## config.mk

```make
export PLATFORM = sky130hd
export DESIGN_NAME = cdb_lane_arbiter_flat
export DESIGN_NICKNAME = d
export VERILOG_FILES = /design/src/rtl/cdb_lane_arbiter_pkg.sv /design/src/rtl/cdb_lane_arbiter_if.sv /design/src/rtl/cdb_lane_arbiter_rr_pick8.sv /design/src/rtl/cdb_lane_arbiter.sv /design/src/flat_wrapper.sv
export SDC_FILE = /design/constraint.sdc
export NUM_CORES = 1
export LEC_CHECK = 0
export CORE_UTILIZATION = 25
export DETAILED_ROUTE_END_ITERATION = 8
export PLACE_DENSITY = 0.41
export SYNTH_ARGS = -nofsm -noshare
export SYNTH_HDL_FRONTEND = slang
export SYNTH_SLANG_ARGS = --single-unit
```

## constraint.sdc

```tcl
create_clock -name clk -period 20.6 [get_ports clk]
set_input_delay 6.18 -clock clk [delete_from_list [all_inputs] [get_ports clk]]
set_output_delay 6.18 -clock clk [all_outputs]
set_load 0.1 [all_outputs]
```

## src/rtl/cdb_lane_arbiter_pkg.sv

```systemverilog
// Shared definitions for the CDB lane arbiter slice.
//   FU_NUM             number of functional-unit completion requesters
//   CDB_LANES          number of CDB/complete lanes
//   SYS_FU_ADDR_WIDTH  width of an FU index on the complete path
//   FU_IDX_INVALID     lane_src value for a lane that carries nothing
//   onehot_to_idx()    one-hot FU vector to FU index (FU_IDX_INVALID if empty)
package cdb_lane_arbiter_pkg;

    localparam int FU_NUM            = 8;
    localparam int CDB_LANES         = 3;
    localparam int SYS_FU_ADDR_WIDTH = 4;

    typedef logic [SYS_FU_ADDR_WIDTH-1:0] fu_idx_t;

    // One valid bit per FU, index 7 = branch ... 0 = alu_1.
    typedef logic [FU_NUM-1:0] fu_state_packet_t;

    localparam fu_idx_t FU_IDX_INVALID = 4'hF;

    function automatic fu_idx_t onehot_to_idx(input fu_state_packet_t oh);
        fu_idx_t idx;
        idx = FU_IDX_INVALID;
        for (int i = 0; i < FU_NUM; i++) begin
            if (oh[i]) idx = fu_idx_t'(i);
        end
        return idx;
    endfunction

endpackage

```

## src/rtl/cdb_lane_arbiter_if.sv

```systemverilog
// FU-to-arbiter completion bus.
//   req_valid    FU -> arb  completed result waiting, one bit per FU
//   lane_en      ctl -> arb per-lane enable (lane 2 is first pick)
//   flush        ctl -> arb branch-mispredict squash
//   grant        arb -> FU  same-cycle grants
//   stall_mask   arb -> FU  same-cycle stalls
//   lane_valid   arb -> CS  registered lane occupancy
//   lane_src     arb -> CS  registered FU index per lane
//   urgent_mask  arb -> ctl registered starvation flags
interface cdb_lane_arbiter_if;
    import cdb_lane_arbiter_pkg::*;

    fu_state_packet_t                               req_valid;
    logic [CDB_LANES-1:0]                           lane_en;
    logic                                           flush;
    fu_state_packet_t                               grant;
    fu_state_packet_t                               stall_mask;
    logic [CDB_LANES-1:0]                           lane_valid;
    logic [CDB_LANES-1:0][SYS_FU_ADDR_WIDTH-1:0]    lane_src;
    fu_state_packet_t                               urgent_mask;

    modport master (
        output req_valid, lane_en, flush,
        input  grant, stall_mask, lane_valid, lane_src, urgent_mask
    );

    modport slave (
        input  req_valid, lane_en, flush,
        output grant, stall_mask, lane_valid, lane_src, urgent_mask
    );

endinterface

```

## src/rtl/cdb_lane_arbiter_rr_pick8.sv

```systemverilog
// Round-robin single pick over 8 requesters.
//   req    request vector
//   start  index searched first; search ascends modulo 8
//   excl   requesters already taken by an earlier lane
//   pick   one-hot pick (0 when nothing eligible)
//   found  a pick was made
module cdb_lane_arbiter_rr_pick8 (
    input  logic [7:0] req,
    input  logic [2:0] start,
    input  logic [7:0] excl,
    output logic [7:0] pick,
    output logic       found
);

    always_comb begin : search
        logic [2:0] idx;
        pick  = '0;
        found = 1'b0;
        idx   = start;
        for (int i = 0; i < 8; i++) begin
            idx = start + 3'(i);
            if (!found && req[idx] && !excl[idx]) begin
                pick[idx] = 1'b1;
                found     = 1'b1;
            end
        end
    end

endmodule

```

## src/rtl/cdb_lane_arbiter.sv

```systemverilog
// CDB lane arbiter: fills up to three CDB lanes from eight FU completion
// requesters each cycle. Priority is branch-first (optional), then starving
// requesters, then everyone else, round-robin within the last two classes.
//   clk  clock
//   rst  synchronous active-high reset
//   bus  cdb_lane_arbiter_if.slave (see interface header)
module cdb_lane_arbiter
    import cdb_lane_arbiter_pkg::*;
#(
    parameter int NUM_REQ      = 8,
    parameter int NUM_LANES    = 3,
    parameter int STARVE_LIMIT = 4,
    parameter bit BRANCH_PRIO  = 1'b1
) (
    input  logic             clk,
    input  logic             rst,
    cdb_lane_arbiter_if.slave bus
);

    localparam int AGE_W = $clog2(STARVE_LIMIT + 1);
    localparam logic [AGE_W-1:0] AGE_MAX = AGE_W'(STARVE_LIMIT);

    logic [2:0]                 rr_ptr_q;
    logic [AGE_W-1:0]           age_q   [NUM_REQ];
    logic [AGE_W-1:0]           age_nxt [NUM_REQ];
    fu_state_packet_t           urgent_q;
    fu_state_packet_t           urgent_nxt;
    logic [CDB_LANES-1:0]       lane_valid_q;
    logic [CDB_LANES-1:0][SYS_FU_ADDR_WIDTH-1:0] lane_src_q;

    logic             active;
    fu_state_packet_t urg_req;
    logic             br_req;

    assign active  = !rst && !bus.flush;
    assign urg_req = urgent_q & bus.req_valid;
    assign br_req  = BRANCH_PRIO && bus.req_valid[7];

    // Lanes are served 2, 1, 0. Each lane excludes what the lanes above it
    // took, so a disabled lane simply passes its pick down the chain.
    fu_state_packet_t excl_2, excl_1, excl_0;
    fu_state_packet_t u_pick_2, u_pick_1, u_pick_0;
    fu_state_packet_t n_pick_2, n_pick_1, n_pick_0;
    logic             u_fnd_2, u_fnd_1, u_fnd_0;
    logic             n_fnd_2, n_fnd_1, n_fnd_0;
    fu_state_packet_t g_2, g_1, g_0;

    cdb_lane_arbiter_rr_pick8 u_urg_2 (.req(urg_req),       .start(rr_ptr_q), .excl(excl_2), .pick(u_pick_2), .found(u_fnd_2));
    cdb_lane_arbiter_rr_pick8 u_nrm_2 (.req(bus.req_valid), .start(rr_ptr_q), .excl(excl_2), .pick(n_pick_2), .found(n_fnd_2));
    cdb_lane_arbiter_rr_pick8 u_urg_1 (.req(urg_req),       .start(rr_ptr_q), .excl(excl_1), .pick(u_pick_1), .found(u_fnd_1));
    cdb_lane_arbiter_rr_pick8 u_nrm_1 (.req(bus.req_valid), .start(rr_ptr_q), .excl(excl_1), .pick(n_pick_1), .found(n_fnd_1));
    cdb_lane_arbiter_rr_pick8 u_urg_0 (.req(urg_req),       .start(rr_ptr_q), .excl(excl_0), .pick(u_pick_0), .found(u_fnd_0));
    cdb_lane_arbiter_rr_pick8 u_nrm_0 (.req(bus.req_valid), .start(rr_ptr_q), .excl(excl_0), .pick(n_pick_0), .found(n_fnd_0));

    function automatic fu_state_packet_t lane_pick(
        input logic             en,
        input logic             br,
        input fu_state_packet_t excl,
        input logic             u_fnd,
        input fu_state_packet_t u_pick,
        input logic             n_fnd,
        input fu_state_packet_t n_pick
    );
        fu_state_packet_t p;
        p = '0;
        if (en) begin
            if (br && !excl[7]) p = 8'h80;
            else if (u_fnd)     p = u_pick;
            else if (n_fnd)     p = n_pick;
        end
        return p;
    endfunction

    assign excl_2 = '0;
    assign g_2    = lane_pick(active && bus.lane_en[2], br_req, excl_2, u_fnd_2, u_pick_2, n_fnd_2, n_pick_2);
    assign excl_1 = g_2;
    assign g_1    = lane_pick(active && bus.lane_en[1], br_req, excl_1, u_fnd_1, u_pick_1, n_fnd_1, n_pick_1);
    assign excl_0 = g_2 | g_1;
    assign g_0    = lane_pick(active && bus.lane_en[0], br_req, excl_0, u_fnd_0, u_pick_0, n_fnd_0, n_pick_0);

    fu_state_packet_t grant;
    assign grant          = g_2 | g_1 | g_0;
    assign bus.grant      = grant;
    assign bus.stall_mask = active ? (bus.req_valid & ~grant) : '0;

    // Pointer follows the lowest-numbered lane that was granted.
    logic [2:0] rr_nxt;
    always_comb begin
        rr_nxt = rr_ptr_q;
        if (g_0 != '0)      rr_nxt = 3'(onehot_to_idx(g_0)) + 3'd1;
        else if (g_1 != '0) rr_nxt = 3'(onehot_to_idx(g_1)) + 3'd1;
        else if (g_2 != '0) rr_nxt = 3'(onehot_to_idx(g_2)) + 3'd1;
    end

    always_comb begin
        urgent_nxt = '0;
        for (int i = 0; i < NUM_REQ; i++) begin
            age_nxt[i] = '0;
            if (bus.req_valid[i] && !grant[i]) begin
                age_nxt[i] = (age_q[i] == AGE_MAX) ? age_q[i] : age_q[i] + AGE_W'(1);
            end
            urgent_nxt[i] = (age_nxt[i] >= AGE_MAX);
        end
    end

    always_ff @(posedge clk) begin
        if (rst || bus.flush) begin
            rr_ptr_q     <= '0;
            urgent_q     <= '0;
            lane_valid_q <= '0;
            for (int l = 0; l < NUM_LANES; l++) lane_src_q[l] <= FU_IDX_INVALID;
            for (int i = 0; i < NUM_REQ; i++)   age_q[i]      <= '0;
        end else begin
            rr_ptr_q     <= rr_nxt;
            urgent_q     <= urgent_nxt;
            lane_valid_q <= {g_2 != '0, g_1 != '0, g_0 != '0};
            lane_src_q[2] <= onehot_to_idx(g_2);
            lane_src_q[1] <= onehot_to_idx(g_1);
            lane_src_q[0] <= onehot_to_idx(g_0);
            for (int i = 0; i < NUM_REQ; i++) age_q[i] <= age_nxt[i];
        end
    end

    assign bus.lane_valid  = lane_valid_q;
    assign bus.lane_src    = lane_src_q;
    assign bus.urgent_mask = urgent_q;

endmodule
```

## src/flat_wrapper.sv

```systemverilog
// flat-port wrapper written by rule: the top's interface ports become plain ports
module cdb_lane_arbiter_flat import cdb_lane_arbiter_pkg::*;
#(
    parameter int NUM_REQ      = 8,
    parameter int NUM_LANES    = 3,
    parameter int STARVE_LIMIT = 4,
    parameter bit BRANCH_PRIO  = 1'b1
)
  (clk, rst, bus_req_valid, bus_lane_en, bus_flush, bus_grant, bus_stall_mask, bus_lane_valid, bus_lane_src, bus_urgent_mask);
  cdb_lane_arbiter_if bus_i ();
  input  logic clk;
  input  logic rst;
  input wire logic [$bits(bus_i.req_valid)-1:0] bus_req_valid;
  input wire logic [$bits(bus_i.lane_en)-1:0] bus_lane_en;
  input wire logic [$bits(bus_i.flush)-1:0] bus_flush;
  output wire logic [$bits(bus_i.grant)-1:0] bus_grant;
  output wire logic [$bits(bus_i.stall_mask)-1:0] bus_stall_mask;
  output wire logic [$bits(bus_i.lane_valid)-1:0] bus_lane_valid;
  output wire logic [$bits(bus_i.lane_src)-1:0] bus_lane_src;
  output wire logic [$bits(bus_i.urgent_mask)-1:0] bus_urgent_mask;
  assign bus_i.req_valid = bus_req_valid;
  assign bus_i.lane_en = bus_lane_en;
  assign bus_i.flush = bus_flush;
  assign bus_grant = bus_i.grant;
  assign bus_stall_mask = bus_i.stall_mask;
  assign bus_lane_valid = bus_i.lane_valid;
  assign bus_lane_src = bus_i.lane_src;
  assign bus_urgent_mask = bus_i.urgent_mask;
  cdb_lane_arbiter #(.NUM_REQ(NUM_REQ), .NUM_LANES(NUM_LANES), .STARVE_LIMIT(STARVE_LIMIT), .BRANCH_PRIO(BRANCH_PRIO)) u_core (.clk(clk), .rst(rst), .bus(bus_i));
endmodule
```

## After elaboration in Yosys (flattened, before gate mapping)

Memory sizes are Yosys's and may differ from the RTL's. A register that Yosys moved wholly into a read port is not among the register bits.
Index checks and enable logic that the tools add are counted.
Widths: inputs -> output; s select.

- Register bits after elaboration: 26
- Memory bits (writable): 24
- ROM bits: 64
- Bits of input ports: 14
- Output and inout bits: 39
- Word-level logic and storage cells: 574
- Memories: 9

Memories:

| name | words | width | read ports | clocked after memory_dff | wr ports | line | source |
|---|---|---|---|---|---|---|---|
| u_core.age_q | 8 | 3 | 8 | 0 | 8 | cdb_lane_arbiter.sv:24 | `logic [AGE_W-1:0] age_q [NUM_REQ];` |
| (name not given) | 8 | 1 | 1 | 0 | 0 | cdb_lane_arbiter_rr_pick8.sv:22 | `if (!found && req[idx] && !excl[idx]) begin` |
| (name not given) | 8 | 1 | 1 | 0 | 0 | cdb_lane_arbiter_rr_pick8.sv:22 |  |
| (name not given) | 8 | 1 | 1 | 1 | 0 | cdb_lane_arbiter_rr_pick8.sv:22 |  |
| (name not given) | 8 | 1 | 1 | 0 | 0 | cdb_lane_arbiter_rr_pick8.sv:22 |  |
| (name not given) | 8 | 1 | 1 | 0 | 0 | cdb_lane_arbiter_rr_pick8.sv:22 |  |
| 3 more memories | - | - | - | - | - | - |  |

- $add $sub $neg: 18
- Order comparisons: 24
- Equal/unequal tests: 8
- Mux-type cells: 259
- Bitwise operators: 55
- Reduce and logical (&&, ||, !) cells: 195

Operators with widths:

| kind | count |
|---|---|
| $mux 8 | 61 |
| $or 8x8->8 | 44 |
| $logic_and 1x1->1 | 112 |
| $mux 3 | 35 |
| $mux 1 | 99 |
| $bmux 1 s3 | 32 |
| $mux 4 | 24 |
| $logic_not 1->1 | 78 |
| $add 3x1->3 const B | 12 |
| $lt 3x4->1 const B | 8 |
| $demux 1 s3 | 8 |
| $eq 3x3->1 const B | 8 |
| $ge 3x1->1 const B | 8 |
| $ge 3x3->1 const B | 8 |
| $reduce_bool 8->1 | 3 |
| $and 8x8->8 | 2 |
| $add 3x3->3 const B | 4 |
| $not 8->8 | 1 |
| $or 1x1->1 | 8 |
| $add 3x2->3 const B | 2 |
| $reduce_bool 3->1 | 1 |
| $logic_or 1x1->1 | 1 |

## Depth between registers and ports, before layout

- Depth after elaboration: 125
- Gate-level depth with buffers: 40
- Gate-level depth less buffers: 30

## Modules after synthesis

A second synthesis with hierarchy kept.

- Cells, all modules: 1235
- Area total of the unflattened synthesis: 11179.5 sq um

By module, submodules not included:

| module | times used | cells each | area an instance (sq um) | seq. area each (sq um) |
|---|---|---|---|---|
| cdb_lane_arbiter_rr_pick8 (u_core.u_nrm_0 ...) | 4 | 146 | 1381.3 | 0.0 |
| cdb_lane_arbiter | 1 | 359 | 2907.8 | 840.8 |
| cdb_lane_arbiter_rr_pick8 (u_core.u_nrm_2) | 1 | 146 | 1383.8 | 0.0 |
| cdb_lane_arbiter_rr_pick8 (u_core.u_urg_2) | 1 | 146 | 1362.6 | 0.0 |

## Worst setup path after synthesis

OpenSTA, ideal clock, no wires.

- Path kind: input to output
- From: input port bus_req_valid[7]
- To: output port bus_stall_mask[5]
- Arrival time: 15.241 ns
- Data required time: 14.420 ns
- Setup slack: -0.821 ns
- Stages: 27
- Path buffers: 4
- Path through: buf_2 > mux4_1 > mux2_2 > nor3_2 > a21bo_2 > or3_4 > a21oi_2 > o22ai_1 > and3_1 > or4_1 > buf_2 > and2_1 > buf_4 > a41oi_1 > o31ai_1 > a211o_1 > a32oi_2 > o22ai_1 > o32ai_2 > buf_2 > mux2_2 > a31oi_1 > nand4_1 > a2111oi_0 > a211oi_1 > nand2b_1 > nor3_1

- Longest elaborated chain between the ends: 115
- Elaborated cells between the ends (all ways): 372
- Classes of those cells: 173 x mux; 47 x bitwise; 152 x reduce/logical

Ends and longest elaborated chain:

| what | line | source |
|---|---|---|
| start, declared | flat_wrapper.sv:13 | `input wire logic [$bits(bus_i.req_valid)-1:0] bus_req_valid;` |
| $bmux 1 s3 / $and 8x8->8 (equally long branches) | cdb_lane_arbiter_rr_pick8.sv:22, cdb_lane_arbiter.sv:36 |  |
| $mux 1 (implied by the code) / $bmux 1 s3 (equally long branches) | cdb_lane_arbiter_rr_pick8.sv:22 |  |
| $logic_and 1x1->1 / $mux 1 (equally long branches) | cdb_lane_arbiter_rr_pick8.sv:22 |  |
| $mux 1 / $logic_and 1x1->1 (equally long branches) | cdb_lane_arbiter_rr_pick8.sv:22 |  |
| $logic_not 1->1 / $mux 1 (equally long branches) | cdb_lane_arbiter_rr_pick8.sv:22 |  |
| $logic_and 1x1->1 / $logic_not 1->1 (equally long branches) | cdb_lane_arbiter_rr_pick8.sv:22 |  |
| $logic_and 1x1->1 | cdb_lane_arbiter_rr_pick8.sv:22 |  |
| $mux 1 / $logic_and 1x1->1 (equally long branches) | cdb_lane_arbiter_rr_pick8.sv:22 |  |
| [100 not listed] | - |  |
| $mux 8 | cdb_lane_arbiter.sv:68 | `else if (u_fnd) p = u_pick;` |
| $mux 8 | cdb_lane_arbiter.sv:67 | `if (br && !excl[7]) p = 8'h80;` |
| $mux 8 | cdb_lane_arbiter.sv:66 | `if (en) begin` |
| $or 8x8->8 (*) | cdb_lane_arbiter.sv:82 | `assign grant = g_2 \| g_1 \| g_0;` |
| net bus_grant[5] | flat_wrapper.sv:16 | `output wire logic [$bits(bus_i.grant)-1:0] bus_grant;` |
| $not 8->8 (*) | cdb_lane_arbiter.sv:84 | `assign bus.stall_mask = active ? (bus.req_valid & ~grant) : '0;` |
| $and 8x8->8 (*) | cdb_lane_arbiter.sv:84 |  |
| $mux 8 (*) | cdb_lane_arbiter.sv:84 |  |
| end, declared | flat_wrapper.sv:17 | `output wire logic [$bits(bus_i.stall_mask)-1:0] bus_stall_mask;` |

The timed path passes the listed nets; every way through them passes the cells marked *. The select of a mux whose other input is x is not followed.

## Worst setup path after layout

- From: input port bus_req_valid[6]
- To: output port bus_stall_mask[0]

- Longest elaborated chain between the ends: 115
- Elaborated cells between the ends (all ways): 372
- Classes of those cells: 173 x mux; 47 x bitwise; 152 x reduce/logical

Ends and longest elaborated chain:

| what | line | source |
|---|---|---|
| $bmux 1 s3 / $and 8x8->8 (equally long branches) | cdb_lane_arbiter_rr_pick8.sv:22, cdb_lane_arbiter.sv:36 |  |
| $mux 1 (implied by the code) / $bmux 1 s3 (equally long branches) | cdb_lane_arbiter_rr_pick8.sv:22 |  |
| $logic_and 1x1->1 / $mux 1 (equally long branches) | cdb_lane_arbiter_rr_pick8.sv:22 |  |
| $mux 1 / $logic_and 1x1->1 (equally long branches) | cdb_lane_arbiter_rr_pick8.sv:22 |  |
| $logic_not 1->1 / $mux 1 (equally long branches) | cdb_lane_arbiter_rr_pick8.sv:22 |  |
| $logic_and 1x1->1 / $logic_not 1->1 (equally long branches) | cdb_lane_arbiter_rr_pick8.sv:22 |  |
| $logic_and 1x1->1 | cdb_lane_arbiter_rr_pick8.sv:22 |  |
| $mux 1 / $logic_and 1x1->1 (equally long branches) | cdb_lane_arbiter_rr_pick8.sv:22 |  |
| [99 not listed] | - |  |
| $mux 8 | cdb_lane_arbiter.sv:69 | `else if (n_fnd) p = n_pick;` |
| $mux 8 | cdb_lane_arbiter.sv:68 |  |
| $mux 8 | cdb_lane_arbiter.sv:67 |  |
| $mux 8 | cdb_lane_arbiter.sv:66 |  |
| $or 8x8->8 (*) | cdb_lane_arbiter.sv:82 |  |
| $not 8->8 (*) | cdb_lane_arbiter.sv:84 |  |
| $and 8x8->8 (*) | cdb_lane_arbiter.sv:84 |  |
| $mux 8 (*) | cdb_lane_arbiter.sv:84 |  |

Every way passes the cells marked *; elsewhere a longest branch is shown, timed or not. The select of a mux whose other input is x is not followed.

==> summary.md <==
| Metric | Value |
|---|---|
| Switching fraction of total power | `60.6%` |
| Max stage delay on crit path | `630 ps` |
| Status | `completed` |
| Period utilization | `99.3%` |
| Starting Density | `25.4%` |
| Dpl hpwl | `50000 um` |
| Clock transition at path regs | `60 ps` |
| MaxCap Viol Count | `0` |
| Clk network pwr share | `4.7%` |
| Register share of total power | `5.9%` |
| Hold Vio Cnt, Final | `0` |
| # port buffers | `52` |
| Top FF cell, synth | `dfxtp_1` |
| Die area | `0.0381 mm2` |
| Nets | `1626` |
| Largest net degree at the start of global routing | `42` |
| Die Wd | `195 um` |
| Async set-or-reset flop fraction in the synthesized netlist | `0%` |
| Vias/cell | `6.28` |
| Worst Hold Class | `reg -> reg` |
| Finished Core Util | `35.6%` |
| Mapped cell area | `0.00933 mm2` |
| Most frequent cells in the layout | `329 x buf_4, 160 x nand2_1, 133 x nor2_1` |
| FF+latch count, synth | `42` |
| Drt drc | `0` |
| CP Launch Type | `primary input` |
| Headroom to the max-slew limit | `8.09%` |
| Worst-margin pin slew | `1370 ps` |
| CTS Sinks | `42` |
| Total congestion overflow | `0` |
| Fin crit period | `20450 ps` |
| F_max | `0.0489 GHz` |
| CP Data Arrival Time | `14270 ps` |
| Layout overhead on the synthesized area | `39.9%` |
| Pint | `0.000683 W` |
| Core area | `0.0367 mm2` |
| Setup Total Neg Slack | `0 ps` |
| Worst Path Required | `14420 ps` |
| Cell variety after synth | `116` |
| Routed WL | `62800 um` |
| Cell Rows | `70` |
| CTS Hold Bufs | `0` |
| RSZ-0062 raised after global routing | `no` |
| CTS tree | `yes` |
| Clk Latency, worst-skew pair | `290 ps` |
| Dpl ws | `-403 ps` |
| Max Fanout on Critical Path | `7` |
| Worst VDD drop | `0.132 mV` |
| Vias in the first global route | `12419` |
| Synth warnings | `0` |
| Crit-path most repeated cell | `buf_4` |
| Ports | `53` |
| Initial drt markers | `1792` |
| Total Routing Usage GR | `32.2%` |
| Sw Pwr | `0.00105 W` |
| CP Capture Type | `output port` |
| Logic pwr share | `89.4%` |
| Final setup violation count | `0` |
| TritonCTS Buffers | `5` |
| Post-synthesis sequential area ratio | `9.02%` |
| Commonest non-fill, non-tap cell in the layout | `buf_4` |
| Layout Skew | `4.13 ps` |
| Worst setup margin | `152 ps` |
| Vias | `12932` |
| Finished layout cell area | `0.0130 mm2` |
| Placed standard-cell area | `0.0126 mm2` |
| Post-DR wirelength/cell | `30.5 um` |
| N_diodes | `0` |
| Share of cells above drive strength 1 | `31.6%` |
| Mean Syn Cell Area | `7.16 um2` |
| Syn nets | `1339` |
| Cell count after synthesis | `1302` |
| Gpl congestion | `1.10` |
| Global-route wire length before repair | `89200 um` |
| Max clock buf depth | `2` |
| Die H | `195 um` |
| Clk root buf | `clkbuf_16` |
| P per Cell Area | `133 mW/mm2` |
| Pre-antenna DRT Iters | `7` |
| Kind of critical path | `in -> out` |
| Final ANT Viol Nets | `0` |
| Number of synthesized flops with an enable pin | `0` |
| Slowest-stage cell, CP | `nor4_4` |
| Worst Hold Slack | `567 ps` |
| Htree depth | `2` |
| Max-slew violation count | `0` |
| Pleak | `5.21 nW` |
| Antenna violations before repair | `2` |
-- area by class of cell --
cell class	instances	area, um2
fill	3938	23600
timing repair buffer	384	3230
clock inverter	2	12.5
sequential	42	842
multi-input combinational	1116	8090
clock buffer	6	139
inverter	40	150
tap	468	586
-- Yosys cell counts, types with 13 or more instances --
cell,number,area share [%]
nand2_1,160,6.4
nor2_1,136,5.5
nand3_1,58,3.1
clkbuf_1,55,2.2
a21oi_1,50,2.7
dfxtp_1,42,9.0
nor3_1,40,2.1
o21ai_0,40,2.1
and2_1,38,2.5
inv_1,36,1.4
mux2i_1,28,3.0
o22ai_1,26,1.7
mux4_2,25,6.0
buf_2,23,1.2
ha_1,23,3.1
a211oi_1,21,1.7
a221oi_1,21,2.0
and3_1,21,1.4
nand4_1,21,1.4
a31oi_1,20,1.3
o211ai_1,16,1.3
o31ai_1,16,1.3
a22oi_1,15,1.2
o211a_1,14,1.5
nand2b_1,13,0.87
nor4_1,13,0.87
-- path summary, 6_finish.rpt --
check                                                startpoint                         endpoint  slack, ps  depth (start not counted)
worst min register to register    u_core.age_q[0][9]$_SDFF_PN0_    u_core.age_q[0][9]$_SDFF_PN0_        570                          2
worst min-delay path              u_core.age_q[0][9]$_SDFF_PN0_    u_core.age_q[0][9]$_SDFF_PN0_        570                          2
worst max-delay path                           bus_req_valid[6]                bus_stall_mask[0]        150                         32
worst max register to register  u_core.rr_ptr_q[2]$_SDFFE_PN0P_  u_core.rr_ptr_q[2]$_SDFFE_PN0P_       9350                         38
-- cells by family after synthesis --
| family | share of synthesized area (%) |
|---|---|
| buf+inv | 6.87 |
| simple gates | 32.0 |
| flops | 9.02 |
| compound gates | 36.0 |
| mux | 11.9 |
| xor+xnor | 1.13 |
| fa+ha+maj | 3.09 |
-- worst max-delay path: cells and delay by family --
family	cells	cell delay, ps
AOI/OAI and AO/OA	14	3380
and+or+nand+nor	9	2770
buffers and inverters	9	1920
-- stage by stage --
| stage | instances | total power (W) |
|---|---|---|
| after floorplan | 1302 | 0.000886 |
| after global placement | 2042 | 0.00158 |
| after detailed placement | 2042 | 0.00157 |
| after CTS | 2051 | 0.00166 |
| after global routing | 2058 | 0.00178 |
| final | 2058 | 0.00173 |
-- sequential cells by signal, indices dropped and copies added (netlist names) --
register	cells
u_core.bus.lane_valid	3
u_core.age_q	18
u_core.bus.urgent_mask	6
u_core.bus.lane_src	12
u_core.rr_ptr_q	3
-- repair_timing --
item | 4_1_cts | 5_1_grt
endpoints found under the hold margin | 0 | 0
pin swaps | 1 | 10
gates resized for setup | 6 | 42
setup buffers | 1 | 7
setup endpoints to repair | 16 | 16
-- layer usage --
metal / vias up / share of wire [%] / GRT usage, %
met5: - / 0.019 / 0
met4: 2 / 6.7 / 17.9
met3: 234 / 11 / 7.44
met2: 831 / 43 / 50.8
met1: 6201 / 39 / 40.4
li1: 5664 / - / -
-- power by group through the flow --
stage	Clock, W	Sequential, W	Combinational, W
after floorplan	0	0.000178	0.000708
after global placement	0	0.000104	0.00148
after detailed placement	0	0.000104	0.00147
after CTS	0.0000852	0.000102	0.00148
after global routing	0.0000877	0.000103	0.00159
final	0.0000821	0.000102	0.00155
Power figures use the tool's default switching activity.
